==> config.mk <==
export PLATFORM = sky130hd
export DESIGN_NAME = frontend_ctrl
export DESIGN_NICKNAME = d
export VERILOG_FILES = /design/src/rtl/frontend_ctrl_pkg.sv /design/src/rtl/frontend_ctrl_sat_counter.sv /design/src/rtl/frontend_ctrl.sv
export SDC_FILE = /design/constraint.sdc
export NUM_CORES = 1
export LEC_CHECK = 0
export CAP_MARGIN = 20
export CORE_UTILIZATION = 30
export DETAILED_ROUTE_END_ITERATION = 10
export HOLD_SLACK_MARGIN = 0.12
export PLACE_DENSITY = 0.62
export RECOVER_POWER = 100
export SLEW_MARGIN = 5
export SYNTH_ARGS = -nofsm -noshare
export SYNTH_HDL_FRONTEND = slang
export SYNTH_SLANG_ARGS = --single-unit
==> constraint.sdc <==
create_clock -name clk -period 2.6 [get_ports clk]
set_input_delay 0.52 -clock clk [delete_from_list [all_inputs] [get_ports clk]]
set_output_delay 0.52 -clock clk [all_outputs]
set_load 0.005 [all_outputs]
==> src/rtl/frontend_ctrl_pkg.sv <==
// Shared types for the front-end redirect/flush controller.
//   fe_state_e : controller state (RUN, FLUSH, REFILL)
//   redirect_t : a redirect request (valid + target PC); the PC field is sized
//                for the widest supported XLEN and zero-extended from the real
//                PC width by the users of the type.
package frontend_ctrl_pkg;

    localparam int XLEN_MAX    = 64;
    localparam int FLUSH_CNT_W = 4;

    typedef enum logic [1:0] {
        RUN    = 2'd0,
        FLUSH  = 2'd1,
        REFILL = 2'd2
    } fe_state_e;

    typedef struct packed {
        logic                valid;
        logic [XLEN_MAX-1:0] pc;
    } redirect_t;

    function automatic redirect_t make_redirect(input logic [XLEN_MAX-1:0] pc);
        redirect_t r;
        r.valid = 1'b1;
        r.pc    = pc;
        return r;
    endfunction

endpackage

==> src/rtl/frontend_ctrl_sat_counter.sv <==
// Saturating up-counter used for the front-end statistics.
// Ports:
//   clk   : clock
//   rst_n : async active-low reset, clears the count
//   inc   : add one this cycle
//   count : current value, sticks at all-ones
module sat_counter #(
    parameter int WIDTH = 16
) (
    input  logic             clk,
    input  logic             rst_n,
    input  logic             inc,
    output logic [WIDTH-1:0] count
);

    logic [WIDTH-1:0] cnt_q, cnt_d;

    always_comb begin
        cnt_d = cnt_q;
        if (inc && (cnt_q != '1)) begin
            cnt_d = cnt_q + WIDTH'(1);
        end
    end

    always_ff @(posedge clk or negedge rst_n) begin
        if (!rst_n) begin
            cnt_q <= '0;
        end else begin
            cnt_q <= cnt_d;
        end
    end

    assign count = cnt_q;

endmodule

==> src/rtl/frontend_ctrl.sv <==
// Front-end redirect / flush controller.
// Arbitrates execute-stage mispredicts (lane 0 older, wins) against decode
// early redirects, drives the fetch redirect pulse, holds ext_flush for
// FLUSH_CYCLES cycles per mispredict followed by one REFILL cycle, and stalls
// fetch/decode when the backend dispatch queue is nearly full.
// Ports:
//   clk, reset (async, active low)
//   br_valid/br_mispredict/br_target : per-lane execute branch resolution
//   dec_redirect_valid/target        : decode-stage early redirect
//   be_free_slots                    : backend dispatch queue free entries
//   ext_stall, ext_flush             : fetch/decode control (registered)
//   redirect_valid, redirect_pc      : one-cycle fetch redirect (registered)
//   mispredict_cnt, stall_cnt        : saturating statistics
//
// state  | meaning
// RUN    | normal fetch; decode redirects accepted
// FLUSH  | ext_flush held, counting down remaining flush cycles
// REFILL | one quiet cycle after the flush before returning to RUN
module frontend_ctrl
    import frontend_ctrl_pkg::*;
#(
    parameter int XLEN         = 32,
    parameter int FLUSH_CYCLES = 2,
    parameter int QCNT_W       = 4,
    parameter int CNT_W        = 16
) (
    input  logic                  clk,
    input  logic                  reset,
    input  logic [1:0]            br_valid,
    input  logic [1:0]            br_mispredict,
    input  logic [1:0][XLEN-1:0]  br_target,
    input  logic                  dec_redirect_valid,
    input  logic [XLEN-1:0]       dec_redirect_target,
    input  logic [QCNT_W-1:0]     be_free_slots,
    output logic                  ext_stall,
    output logic                  ext_flush,
    output logic                  redirect_valid,
    output logic [XLEN-1:0]       redirect_pc,
    output logic [CNT_W-1:0]      mispredict_cnt,
    output logic [CNT_W-1:0]      stall_cnt
);

    logic [1:0]       exe_mp;
    logic             exe_any;
    logic [XLEN-1:0]  exe_target;

    fe_state_e                state_q, state_d;
    logic [FLUSH_CNT_W-1:0]   flush_cnt_q, flush_cnt_d;
    logic                     ext_flush_q, ext_flush_d;
    logic                     ext_stall_q, ext_stall_d;
    redirect_t                redir_q, redir_d;

    assign exe_mp     = br_valid & br_mispredict;
    assign exe_any    = |exe_mp;
    // Lane 0 is older, so it owns the redirect when both lanes mispredict.
    assign exe_target = exe_mp[0] ? br_target[0] : br_target[1];

    always_comb begin
        state_d       = state_q;
        flush_cnt_d   = flush_cnt_q;
        ext_flush_d   = 1'b0;
        redir_d.valid = 1'b0;
        redir_d.pc    = redir_q.pc;

        if (exe_any) begin
            // A mispredict in any state (re)starts the flush sequence.
            state_d     = FLUSH;
            flush_cnt_d = FLUSH_CNT_W'(FLUSH_CYCLES - 1);
            ext_flush_d = 1'b1;
            redir_d     = make_redirect(XLEN_MAX'(exe_target));
        end else begin
            unique case (state_q)
                RUN: begin
                    if (dec_redirect_valid) begin
                        redir_d = make_redirect(XLEN_MAX'(dec_redirect_target));
                    end
                end
                FLUSH: begin
                    if (flush_cnt_q == '0) begin
                        state_d = REFILL;
                    end else begin
                        flush_cnt_d = flush_cnt_q - FLUSH_CNT_W'(1);
                        ext_flush_d = 1'b1;
                    end
                end
                REFILL: begin
                    state_d = RUN;
                end
                default: begin
                    state_d = RUN;
                end
            endcase
        end

        // Only RUN can stall, and RUN never flushes, so stall and flush are
        // mutually exclusive by construction.
        ext_stall_d = (state_d == RUN) && (be_free_slots <= QCNT_W'(1));
    end

    always_ff @(posedge clk or negedge reset) begin
        if (!reset) begin
            state_q     <= RUN;
            flush_cnt_q <= '0;
            ext_flush_q <= 1'b0;
            ext_stall_q <= 1'b0;
            redir_q     <= '0;
        end else begin
            state_q     <= state_d;
            flush_cnt_q <= flush_cnt_d;
            ext_flush_q <= ext_flush_d;
            ext_stall_q <= ext_stall_d;
            redir_q     <= redir_d;
        end
    end

    // Upper PC bits of the shared redirect type are always zero here.
    if (XLEN < XLEN_MAX) begin : g_pc_pad
        logic unused_pc_hi;
        assign unused_pc_hi = ^redir_q.pc[XLEN_MAX-1:XLEN];
    end

    sat_counter #(.WIDTH(CNT_W)) u_mispredict_cnt (
        .clk   (clk),
        .rst_n (reset),
        .inc   (exe_any),
        .count (mispredict_cnt)
    );

    sat_counter #(.WIDTH(CNT_W)) u_stall_cnt (
        .clk   (clk),
        .rst_n (reset),
        .inc   (ext_stall_q),
        .count (stall_cnt)
    );

    assign ext_stall      = ext_stall_q;
    assign ext_flush      = ext_flush_q;
    assign redirect_valid = redir_q.valid;
    assign redirect_pc    = redir_q.pc[XLEN-1:0];

endmodule

==> summary.md, run 1 <==
| Metric | Value |
|---|---|
| Clock Tree Buf Depth | 2 |
| Die area | 0.0132 sq mm |
| RSZ-0062 raised after global routing | false |
| Violated checks | max-capacitance violations, max-slew violations |
| Root buf cell | clkbuf_16 |
| H-tree Lvls | 3 |
| PortBufs | 172 |
| Fin. Hold Viols | 0 |
| DRC viols | 0 |
| Setup Skew | 0.00676 ns |
| Area leader, netlist | dfrtp_1 |
| Hpwl dp | 8270 um |
| Detailed-route wire length per cell | 16.1 um |
| DRT iter0 DRCs | 125 |
| Critical path's slowest cell | dlygate4sd3_1 |
| Placed Cells | 688 |
| Cells after synthesis | 363 |
| Crit-path leading delay family | buffers and inverters |
| ANT nets after route | 0 |
| Total wire length | 11300 um |
| Core ar. | 0.0122 sq mm |
| Least-Margin Pin Slew | 1.88 ns |
| Average cell area after synthesis | 10.5 sq um |
| RR Endpoint | u_stall_cnt.count[1] |
| Vias | 3502 |
| Sequential share of the synthesized area | 47.8% |
| First-pass GRT wire length | 18600 um |
| DRT met1 WL | 4690 um |
| Synthesized area | 0.00382 sq mm |
| Setup Buffers After CTS | 0 |
| Clock latency on the worst-skew pair | 0.33 ns |
| Worst reg2reg path depth | 5 |
| Met3 wire len | 568 um |
| Worst-path cell chain | dlygate4sd3_1 > a22oi_1 > buf_4 > nor2_1 > mux2_1 |
| Status | finished, violations left |
| Power per standard cell area | 668 mW/mm^2 |
| Largest net degree at the start of global routing | 74 |
| Nets@finish | 642 |
| Critical path startpoint | br_valid[0] |
| I/O pin cnt | 174 |
| Ranking of synthesized cells by area | dfrtp_1 (48%), mux2i_1 (8.4%), a211oi_1 (6.3%) |
| CTS sink count | 73 |
| Worst relative slew slack | -25.4% |
| Detailed Routing Iterations Pass 1 | 4 |
| Final setup viols | 0 |
| Lkg Pwr | 2.65 nW |
| Setup TNS | 0 ns |
| Worst path bufs/invs | 2 |
| Distinct cell type count after synthesis | 42 |
| Post-synth EDFFs | 0 |
| Yosys Warn Count | 0 |
| CP arrival | 2.38 ns |
| Met2 routed WL | 5720 um |
| Seq cells post-synth | 73 |
| Crit Path Max Fanout | 14 |
| Die extent in y | 115 um |
| Worst setup path endpoint | u_mispredict_cnt.count[1] |
| Ys async rst share | 100% |
| Area after DPL | 0.00574 sq mm |
| Fmax | 460 MHz |
| Post-CTS sizing | 0 |
| Worst path depth | 5 |
| Area grow syn2layout | 58.2% |
| CP Data Required Time | 2.81 ns |
| Final Cell Area | 0.00604 sq mm |
| CP startpoint kind | input pin |
| Total grt overflow | 0 |
| RD Place Congestion | 0.795 |
| Num rows | 40 |
| Final worst path period share | 83.7% |
| Minimum clock period | 2.18 ns |
| Tot GR Track Use | 18.4% |
| Antenna violations before repair | 0 |
| Top sig layer | met4 |
| Antenna cell count | 0 |
| Initial Utilization | 31.3% |
| TritonCTS Buffers | 9 |
| Fin cells | 703 |
| Final Max Slew Viols | 74 |
| Worst VDD drop | 0.000347 V |
| R2r startpoint | u_stall_cnt.count[0] |
| Synth Net Count | 474 |
| Yosys top cell area share | 47.8% |
| Max-Cap Viols | 1 |
| Number of global-route vias before repair | 3689 |
| Commonest non-fill, non-tap cells in the layout | clkdlybuf4s50_1 (103), dfrtp_1 (73), dlygate4sd3_1 (68), a21oi_1 (36), and3_1 (35) |
| Hold WC Path Type | flip-flop to flip-flop |
| Crit. End Element | flip-flop |
| Commonest non-fill, non-tap cell in the layout | clkdlybuf4s50_1 |
| Die X | 115 um |
| TritonCTS clock tree | done |
| Clock transition at path regs | 0.06 ns |
| Crit path kind | input pin to flip-flop |
| Critical Path Max Stage Delay | 0.67 ns |
| Ys flop type | dfrtp_1 |
| R2R setup slack | 0.67 ns |
| # hold bufs at CTS | 0 |
| Via/cell ratio | 4.98 |
| Final Util | 49.5% |
| Layout cell share with drive strength beyond 1 | 5.79% |
-- registers in the layout, summed over array words and instances, names as in the netlist --
name / count
redirect_valid: 1
ext_flush: 1
state_q: 2
redirect_pc: 32
ext_stall: 1
u_stall_cnt.count: 16
flush_cnt_q: 4
u_mispredict_cnt.count: 16
-- synth_stat cells (2+ instances only) --
library cell,n
nor4_4,2
dfrtp_1,73
nor3b_1,4
nand2_1,12
o21ai_0,3
nand4_1,10
xor2_1,21
mux2i_1,32
o2111ai_1,2
a211oi_1,32
and3_1,35
nand3_1,7
ha_1,4
xnor2_1,6
a21oi_1,36
buf_2,8
o21a_1,2
and4_1,5
inv_1,7
nand2b_1,3
nor3_1,14
clkbuf_1,13
nor2_1,13
-- through the flow --
stage	hold slack [ns]	worst slack (ns)	power [mW]
5_1_grt	0.536	0.288	4.29
4_1_cts	0.378	0.640	4.19
2_1_floorplan	0.224	0.815	2.09
6_report	0.509	0.425	4.03
3_5_place_dp	0.508	0.336	2.83
3_3_place_gp	0.501	0.347	2.79
-- cell families after synthesis --
family	after synthesis	synth area share [%]
fa+ha+maj	4	1.31
mux	34	9.08
compound gates	81	13.7
buf+inv	30	3.34
xor+xnor	27	6.19
simple gates	114	18.5
flops	73	47.8
-- where the power goes --
group | internal, mW | switching (mW)
clock network | 0.859 | 0.471
logic | 0.677 | 0.489
registers | 1.36 | 0.181
-- metal layers --
| metal | vias to the layer above | global-route usage, % |
|---|---|---|
| met5 | - | 0 |
| met4 | 0 | 8.92 |
| met3 | 25 | 4.64 |
| met2 | 102 | 32.0 |
| met1 | 1684 | 21.2 |
| li1 | 1691 | - |
-- worst min path at each step --
| stage | startpoint | to | slack, ns | cells past startpoint |
|---|---|---|---|---|
| floorplan | reset | ext_flush | 0.22 | 0 |
| global placement | u_stall_cnt.count[15] | u_stall_cnt.count[15] | 0.50 | 1 |
| detailed placement | u_stall_cnt.count[15] | u_stall_cnt.count[15] | 0.51 | 1 |
| CTS | reset | redirect_pc[8] | 0.38 | 1 |
| global route | u_stall_cnt.count[12] | u_stall_cnt.count[12] | 0.54 | 1 |
| finish | u_stall_cnt.count[15] | u_stall_cnt.count[15] | 0.51 | 1 |
-- layout make-up --
class,count,area (sq um)
inverter,7,26.3
clock inverter,5,80.1
tap,168,210
multi-input combinational,260,1860
fill,1196,6170
clock buffer,10,239
sequential,73,1830
timing repair buffer,180,1800
Power figures use the tool's default switching activity.
==> run 2: changes to the inputs <==
--- a/config.mk
+++ b/config.mk
@@ -9,7 +9,7 @@
 export CORE_UTILIZATION = 30
 export DETAILED_ROUTE_END_ITERATION = 10
 export HOLD_SLACK_MARGIN = 0.12
-export PLACE_DENSITY = 0.62
+export PLACE_DENSITY = 0.64
 export RECOVER_POWER = 100
 export SLEW_MARGIN = 5
 export SYNTH_ARGS = -nofsm -noshare
==> constraint.sdc (replaced) <==
create_clock -name clk -period 1.9 [get_ports clk]
set_input_delay 0.38 -clock clk [delete_from_list [all_inputs] [get_ports clk]]
set_output_delay 0.38 -clock clk [all_outputs]
set_load 0.005 [all_outputs]
==> run 2 against run 1 <==
- the flow now finishes without violations
- core utilization grew 0.78 points
- first-iteration DRC count grew 42%
- count of clock-buffer cells in the layout grew 2
- die area is the same
- cell count grew 2.3%
- via count grew 0.91%
- global-route usage shrank 1.3 points
- final area grew 1.6%
- critical path depth shrank 4
- clock skew shrank 0.0015 ns
- sequential cell count is the same
- wire length shrank 5.4%
- largest power group unchanged
==> summary.md, run 2 (synthesis results as in run 1) <==
| Metric | Value |
|---|---|
| Status | complete, no violations |
| Nets@finish | 657 (+2.3%) |
| Antenna cell count | 0 (unchanged) |
| Initial Utilization | 31.3% (unchanged) |
| CP startpoint kind | flip-flop |
| Critical Path Max Stage Delay | 0.61 ns (-0.06 ns) |
| Worst path depth | 1 (-4) |
| Crit. End Element | output port |
| Final worst path period share | 94.8% |
| Total grt overflow | 0 (unchanged) |
| Commonest non-fill, non-tap cells in the layout | clkdlybuf4s50_1 (105), dfrtp_1 (73), dlygate4sd3_1 (67), a21oi_1 (36), and3_1 (35) |
| Critical path startpoint | u_mispredict_cnt.count[8] |
| Clock Tree Buf Depth | 2 (unchanged) |
| Hpwl dp | 8090 um (-2.2%) |
| TritonCTS clock tree | done |
| GR Util met3 | 3.64% (-1.0 points) |
| Area grow syn2layout | 60.7% |
| CTS sink count | 73 (unchanged) |
| Core ar. | 0.0122 sq mm (unchanged) |
| R2r startpoint | u_stall_cnt.count[0] |
| Num rows | 40 (unchanged) |
| Crit-path leading delay family | buffers and inverters |
| Power per standard cell area | 912 mW/mm^2 (+37%) |
| Fillers | 1174 (-1.8%) |
| Clock latency on the worst-skew pair | 0.32 ns (about the same) |
| Worst reg2reg path depth | 6 (+1) |
| RR Endpoint | u_stall_cnt.count[6] |
| Die X | 115 um (unchanged) |
| Clock transition at path regs | 0.06 ns (about the same) |
| Worst path bufs/invs | 1 (-1) |
| Largest register FFs | 32 (unchanged) |
| Root buf cell | clkbuf_16 |
| Worst-path cell chain | dlygate4sd3_1 |
| Detailed Routing Iterations Pass 1 | 4 (unchanged) |
| Final Max Slew Viols | 0 (-100%) |
| DRT iter0 DRCs | 178 (+42%) |
| Worst setup path endpoint | mispredict_cnt[8] |
| Worst Setup Slack, final | 0.0982 ns (-0.326 ns) |
| Hold WC Path Type | flip-flop to flip-flop |
| Total wire length | 10700 um (-5.4%) |
| Setup Skew | 0.00527 ns (-0.00149 ns) |
| Detailed-route wire length per cell | 14.9 um (-7.5%) |
| Fmax | 555 MHz |
| Die area | 0.0132 sq mm (unchanged) |
| Place WS | -0.116 ns (-0.452 ns) |
| PortBufs | 172 (unchanged) |
| Die extent in y | 115 um (unchanged) |
| First-pass GRT wire length | 17500 um (-5.7%) |
| H-tree Lvls | 3 (unchanged) |
| R2R setup slack | 0.14 ns (-0.53 ns) |
| Via/cell ratio | 4.92 (-1.3%) |
| Crit Path Max Fanout | 6 (-8) |
| Global route hottest layer | met2 |
| CP arrival | 1.42 ns (-0.96 ns) |
| Final setup viols | 0 (unchanged) |
| Largest net degree at the start of global routing | 41 (-45%) |
| Crit path kind | flip-flop to output port |
| Least-Margin Pin Slew | 0.876 ns (-1.01 ns) |
| Max-Cap Viols | 0 (-1) |
| Layout cell share with drive strength beyond 1 | 7.08% (+1.3 points) |
| RD Place Congestion | 0.781 (-1.7%) |
| Worst relative slew slack | 41.6% (+67 points) |
| Number of global-route vias before repair | 3584 (-2.8%) |
| Vias | 3534 (+0.91%) |
| Final Cell Area | 0.00614 sq mm (+1.6%) |
| TritonCTS Buffers | 9 (unchanged) |
| DRC viols | 0 (unchanged) |
| CP Data Required Time | 1.52 ns (-1.29 ns) |
| Area after DPL | 0.00585 sq mm (+2.1%) |
| Antenna violations before repair | 0 (unchanged) |
| Worst VDD drop | 0.000492 V (+42%) |
| M1 GR Usage | 20.6% (-0.61 points) |
| Met2 global-route usage | 29.6% (-2.5 points) |
| Lkg Pwr | 2.68 nW (+1.4%) |
| Fin. Hold Viols | 0 (unchanged) |
| I/O pin cnt | 174 (unchanged) |
| Post-CTS sizing | 0 (unchanged) |
| RSZ-0062 raised after global routing | false |
| Commonest non-fill, non-tap cell in the layout | clkdlybuf4s50_1 |
| ANT nets after route | 0 (unchanged) |
| Tot GR Track Use | 17.1% (-1.3 points) |
| Minimum clock period | 1.80 ns |
| Critical path's slowest cell | dlygate4sd3_1 |
run 2: changes by cell type in the layout (fill, tap and decap cells not counted), sizes merged:
| cell | delta |
|---|---|
| buf | +5 |
| clkbuf | +11 |
| clkdlybuf4s50 | +2 |
| clkinv | -1 |
| dlygate4sd3 | -1 |
run 2: routing by layer:
metal | routed length [um] | share of wire [%]
met5 | 0 | 0
met3 | 562 | 5.2
met2 | 5290 | 49
met1 | 4710 | 44
met4 | 178 | 1.7
run 2: repair_timing:
action                                 4_1_cts  5_1_grt
setup endpoints to repair                    0        0
buffers inserted                             0        0
hold buffers                                 1        0
endpoints found under the hold margin       33        0
run 2: through the flow:
stage | TNS [ns] | hold slack (ns) | utilization (%) | instances | power, mW
6_report | 0 | 0.512 | 50.3 | 719 | 5.59
5_1_grt | 0 | 0.528 | 50.3 | 719 | 5.95
4_1_cts | 0 | 0.516 | 50.7 | 719 | 5.81
3_5_place_dp | -0.520 | 0.369 | 47.9 | 702 | 3.92
3_3_place_gp | -0.268 | 0.369 | 47.9 | 702 | 3.88
2_1_floorplan | 0 | 0.0844 | - | 363 | 2.87
run 2: final cells by class:
class                   count  area (sq um)  share of cell area [%]
well taps                 168           210                    3.43
flip-flops and latches     73          1830                    29.8
inverters                   7          26.3                   0.428
repair buffers            195          1900                    30.9
clock buffers              12           256                    4.18
multi-input cells         260          1840                    30.0
clock inverters             4          75.1                    1.22
run 2: how the worst min path moves through the flow:
stage,startpoint,endpoint,slack (ns),cells past startpoint
after global placement,reset,redirect_pc[9],0.37,1
after CTS,u_stall_cnt.count[11],u_stall_cnt.count[11],0.52,1
after floorplan,reset,ext_flush,0.08,0
after detailed placement,reset,redirect_pc[9],0.37,1
after global routing,u_stall_cnt.count[15],u_stall_cnt.count[15],0.53,1
final,u_mispredict_cnt.count[15],u_mispredict_cnt.count[15],0.51,1
run 2: power by group:
part	leakage [nW]	switching [mW]	internal, mW	total (mW)
logic	1.63	0.657	0.977	1.63
clock network	0.155	0.625	1.22	1.85
registers	0.903	0.257	1.86	2.11
total	2.68	1.54	4.06	5.59
==> run 3: changes to the inputs <==
--- a/config.mk
+++ b/config.mk
@@ -11,6 +11,7 @@
 export HOLD_SLACK_MARGIN = 0.12
 export PLACE_DENSITY = 0.64
 export RECOVER_POWER = 100
+export REMOVE_ABC_BUFFERS = 1
 export SLEW_MARGIN = 5
 export SYNTH_ARGS = -nofsm -noshare
 export SYNTH_HDL_FRONTEND = slang
==> run 3 against run 2 <==
- cell count rose by 0.28%
- die area did not move
- via count rose by 0.14%
- global-route usage rose by 0.29 points
- core utilization rose by 0.61 points
- total power rose by 2.8%
- sequential cell count did not move
- clock power rose by 9%
- first-iteration DRC count fell by 32%
- combinational power barely moved
- critical path type unchanged
- highest routed layer unchanged
==> summary.md, run 3 (synthesis results as in run 1) <==
| Metric | Value |
|---|---|
| Crit. End Element | output port |
| Max-Cap Viols | 0 (unchanged) |
| Vias | 3539 (+0.14%) |
| Fin. Hold Viols | 0 (unchanged) |
| Detailed Routing Iterations Pass 1 | 4 (unchanged) |
| Detailed-route wire length per cell | 15.4 um (+3.2%) |
| Worst VDD drop | 0.000537 V (+9.2%) |
| Clock latency on the worst-skew pair | 0.33 ns (about the same) |
| Core ar. | 0.0122 sq mm (unchanged) |
| Crit path kind | flip-flop to output port |
| H-tree Lvls | 3 (unchanged) |
| Number of global-route vias before repair | 3635 (+1.4%) |
| Worst-path cell chain | dlygate4sd3_1 |
| Largest net degree at the start of global routing | 47 (+15%) |
| CP startpoint kind | flip-flop |
| Clock transition at path regs | 0.06 ns (about the same) |
| Status | complete, no violations |
| Final worst path period share | 94.5% (-0.30 points) |
| I/O pin cnt | 174 (unchanged) |
| Final Max Slew Viols | 0 (unchanged) |
| Die area | 0.0132 sq mm (unchanged) |
| Die extent in y | 115 um (unchanged) |
| Layout cell share with drive strength beyond 1 | 7.78% (+0.70 points) |
| Critical Path Max Stage Delay | 0.61 ns (about the same) |
| DRT iter0 DRCs | 121 (-32%) |
| Setup Skew | 0.00846 ns (+0.00318 ns) |
| Area grow syn2layout | 62.7% |
| Hold WC Path Type | flip-flop to flip-flop |
| Hold Crit Start | u_mispredict_cnt.count[7] |
| Num rows | 40 (unchanged) |
| CTS sink count | 73 (unchanged) |
| Power per standard cell area | 926 mW/mm^2 (+1.5%) |
| Hpwl dp | 8030 um (-0.70%) |
| R2R setup slack | 0.18 ns (+0.04 ns) |
| Worst path bufs/invs | 1 (unchanged) |
| DRC viols | 0 (unchanged) |
| Worst relative slew slack | 50.0% (+8.4 points) |
| Final setup viols | 0 (unchanged) |
| Fmax | 557 MHz (+0.32%) |
| Hold EP | u_mispredict_cnt.count[7] |
| Antenna cell count | 0 (unchanged) |
| RSZ-0062 raised after global routing | false |
| RR Endpoint | u_stall_cnt.count[1] |
| Critical path's slowest cell | dlygate4sd3_1 |
| Final Util | 50.9% (+0.61 points) |
| R2r startpoint | u_stall_cnt.count[0] |
| Fin cells | 721 (+0.28%) |
| Largest register FFs | 32 (unchanged) |
| Final Power | 5.75 mW (+2.8%) |
| Clock Tree Buf Depth | 2 (unchanged) |
| CP Data Required Time | 1.52 ns (about the same) |
| Die X | 115 um (unchanged) |
| Total wire length | 11100 um (+3.5%) |
| Worst reg2reg path depth | 5 (-1) |
| Setup Buffers After CTS | 0 (unchanged) |
| Via/cell ratio | 4.91 (-0.14%) |
| Minimum clock period | 1.80 ns (-0.00572 ns) |
| Placed Cells | 704 (+0.28%) |
| TritonCTS Buffers | 9 (unchanged) |
| Crit Path Max Fanout | 8 (+2) |
| Antenna violations before repair | 0 (unchanged) |
| Root buf cell | clkbuf_16 |
| Tot GR Track Use | 17.4% (+0.29 points) |
| RD Place Congestion | 0.785 (+0.49%) |
| First-pass GRT wire length | 17900 um (+2.3%) |
| Commonest non-fill, non-tap cells in the layout | clkdlybuf4s50_1 (105), dfrtp_1 (73), dlygate4sd3_1 (67), a21oi_1 (36), and3_1 (35) |
| CP arrival | 1.42 ns (about the same) |
| Initial Utilization | 31.3% (unchanged) |
| Lkg Pwr | 2.74 nW (+2.0%) |
| TritonCTS clock tree | done |
| Commonest non-fill, non-tap cell in the layout | clkdlybuf4s50_1 |
| Hold depth | 1 (unchanged) |
| Total grt overflow | 0 (unchanged) |
| PortBufs | 172 (unchanged) |
| Nets@finish | 659 (+0.30%) |
| Final hold slack | 0.505 ns (-0.00663 ns) |
| ANT nets after route | 0 (unchanged) |
| Crit-path leading delay family | buffers and inverters |
| Least-Margin Pin Slew | 0.750 ns (-0.126 ns) |
run 3: cell count changes in the layout (fill, tap and decap cells not counted), sizes merged:
| cell | delta |
|---|---|
| buf | +3 |
| bufinv | +1 |
| clkbuf | -3 |
| clkinv | +2 |
| clkinvlp | -2 |
| inv | +1 |
run 3: per-stage QoR:
step | setup WS (ns) | TNS, ns | instance area (sq um)
after floorplan | -2.53 | -89.90 | 3720
after global placement | -0.0731 | -0.294 | 5910
after detailed placement | -0.0970 | -1.05 | 5910
after CTS | 0.138 | 0 | 6270
after global routing | 0.0305 | 0 | 6210
final | 0.104 | 0 | 6210
run 3: what timing repair did:
item	CTS	global route
endpoints found under the hold margin	27	0
hold buffers	1	0
resized for setup	0	0
run 3: worst max-delay path by stage:
stage	cells after the start	from	end	slack, ns
after global placement	6	br_valid[0]	u_mispredict_cnt.count[6]	-0.07
after global routing	5	br_valid[0]	u_mispredict_cnt.count[1]	0.03
after floorplan	3	state_q[1]	redirect_pc[0]	-2.53
after detailed placement	6	br_valid[0]	u_mispredict_cnt.count[6]	-0.1
final	1	ext_stall	ext_stall	0.10
after CTS	1	ext_stall	ext_stall	0.14
run 3: layout make-up:
| class | count | area (sq um) |
|---|---|---|
| Fill cell | 1153 | 6000 |
| Timing Repair Buffer | 197 | 1940 |
| Multi-Input combinational cell | 260 | 1860 |
| Sequential cell | 73 | 1830 |
| Clock buffer | 10 | 239 |
| Tap cell | 168 | 210 |
| Clock inverter | 6 | 113 |
| Inverter | 7 | 26.3 |
run 3: power breakdown:
part	switching, mW	internal [mW]
registers	0.247	1.86
logic	0.672	0.967
clock network	0.684	1.32
total	1.60	4.15
run 3: metal layers:
metal  part of all wire [%]  wire, um  global-route usage (%)  vias up
met5                      0         0                       0        -
met2                     51      5640                    30.7      107
met4                    1.5       163                    5.37        0
met1                     42      4710                    20.7     1694
met3                    5.4       595                    4.43       12
li1                       -         -                       -     1726
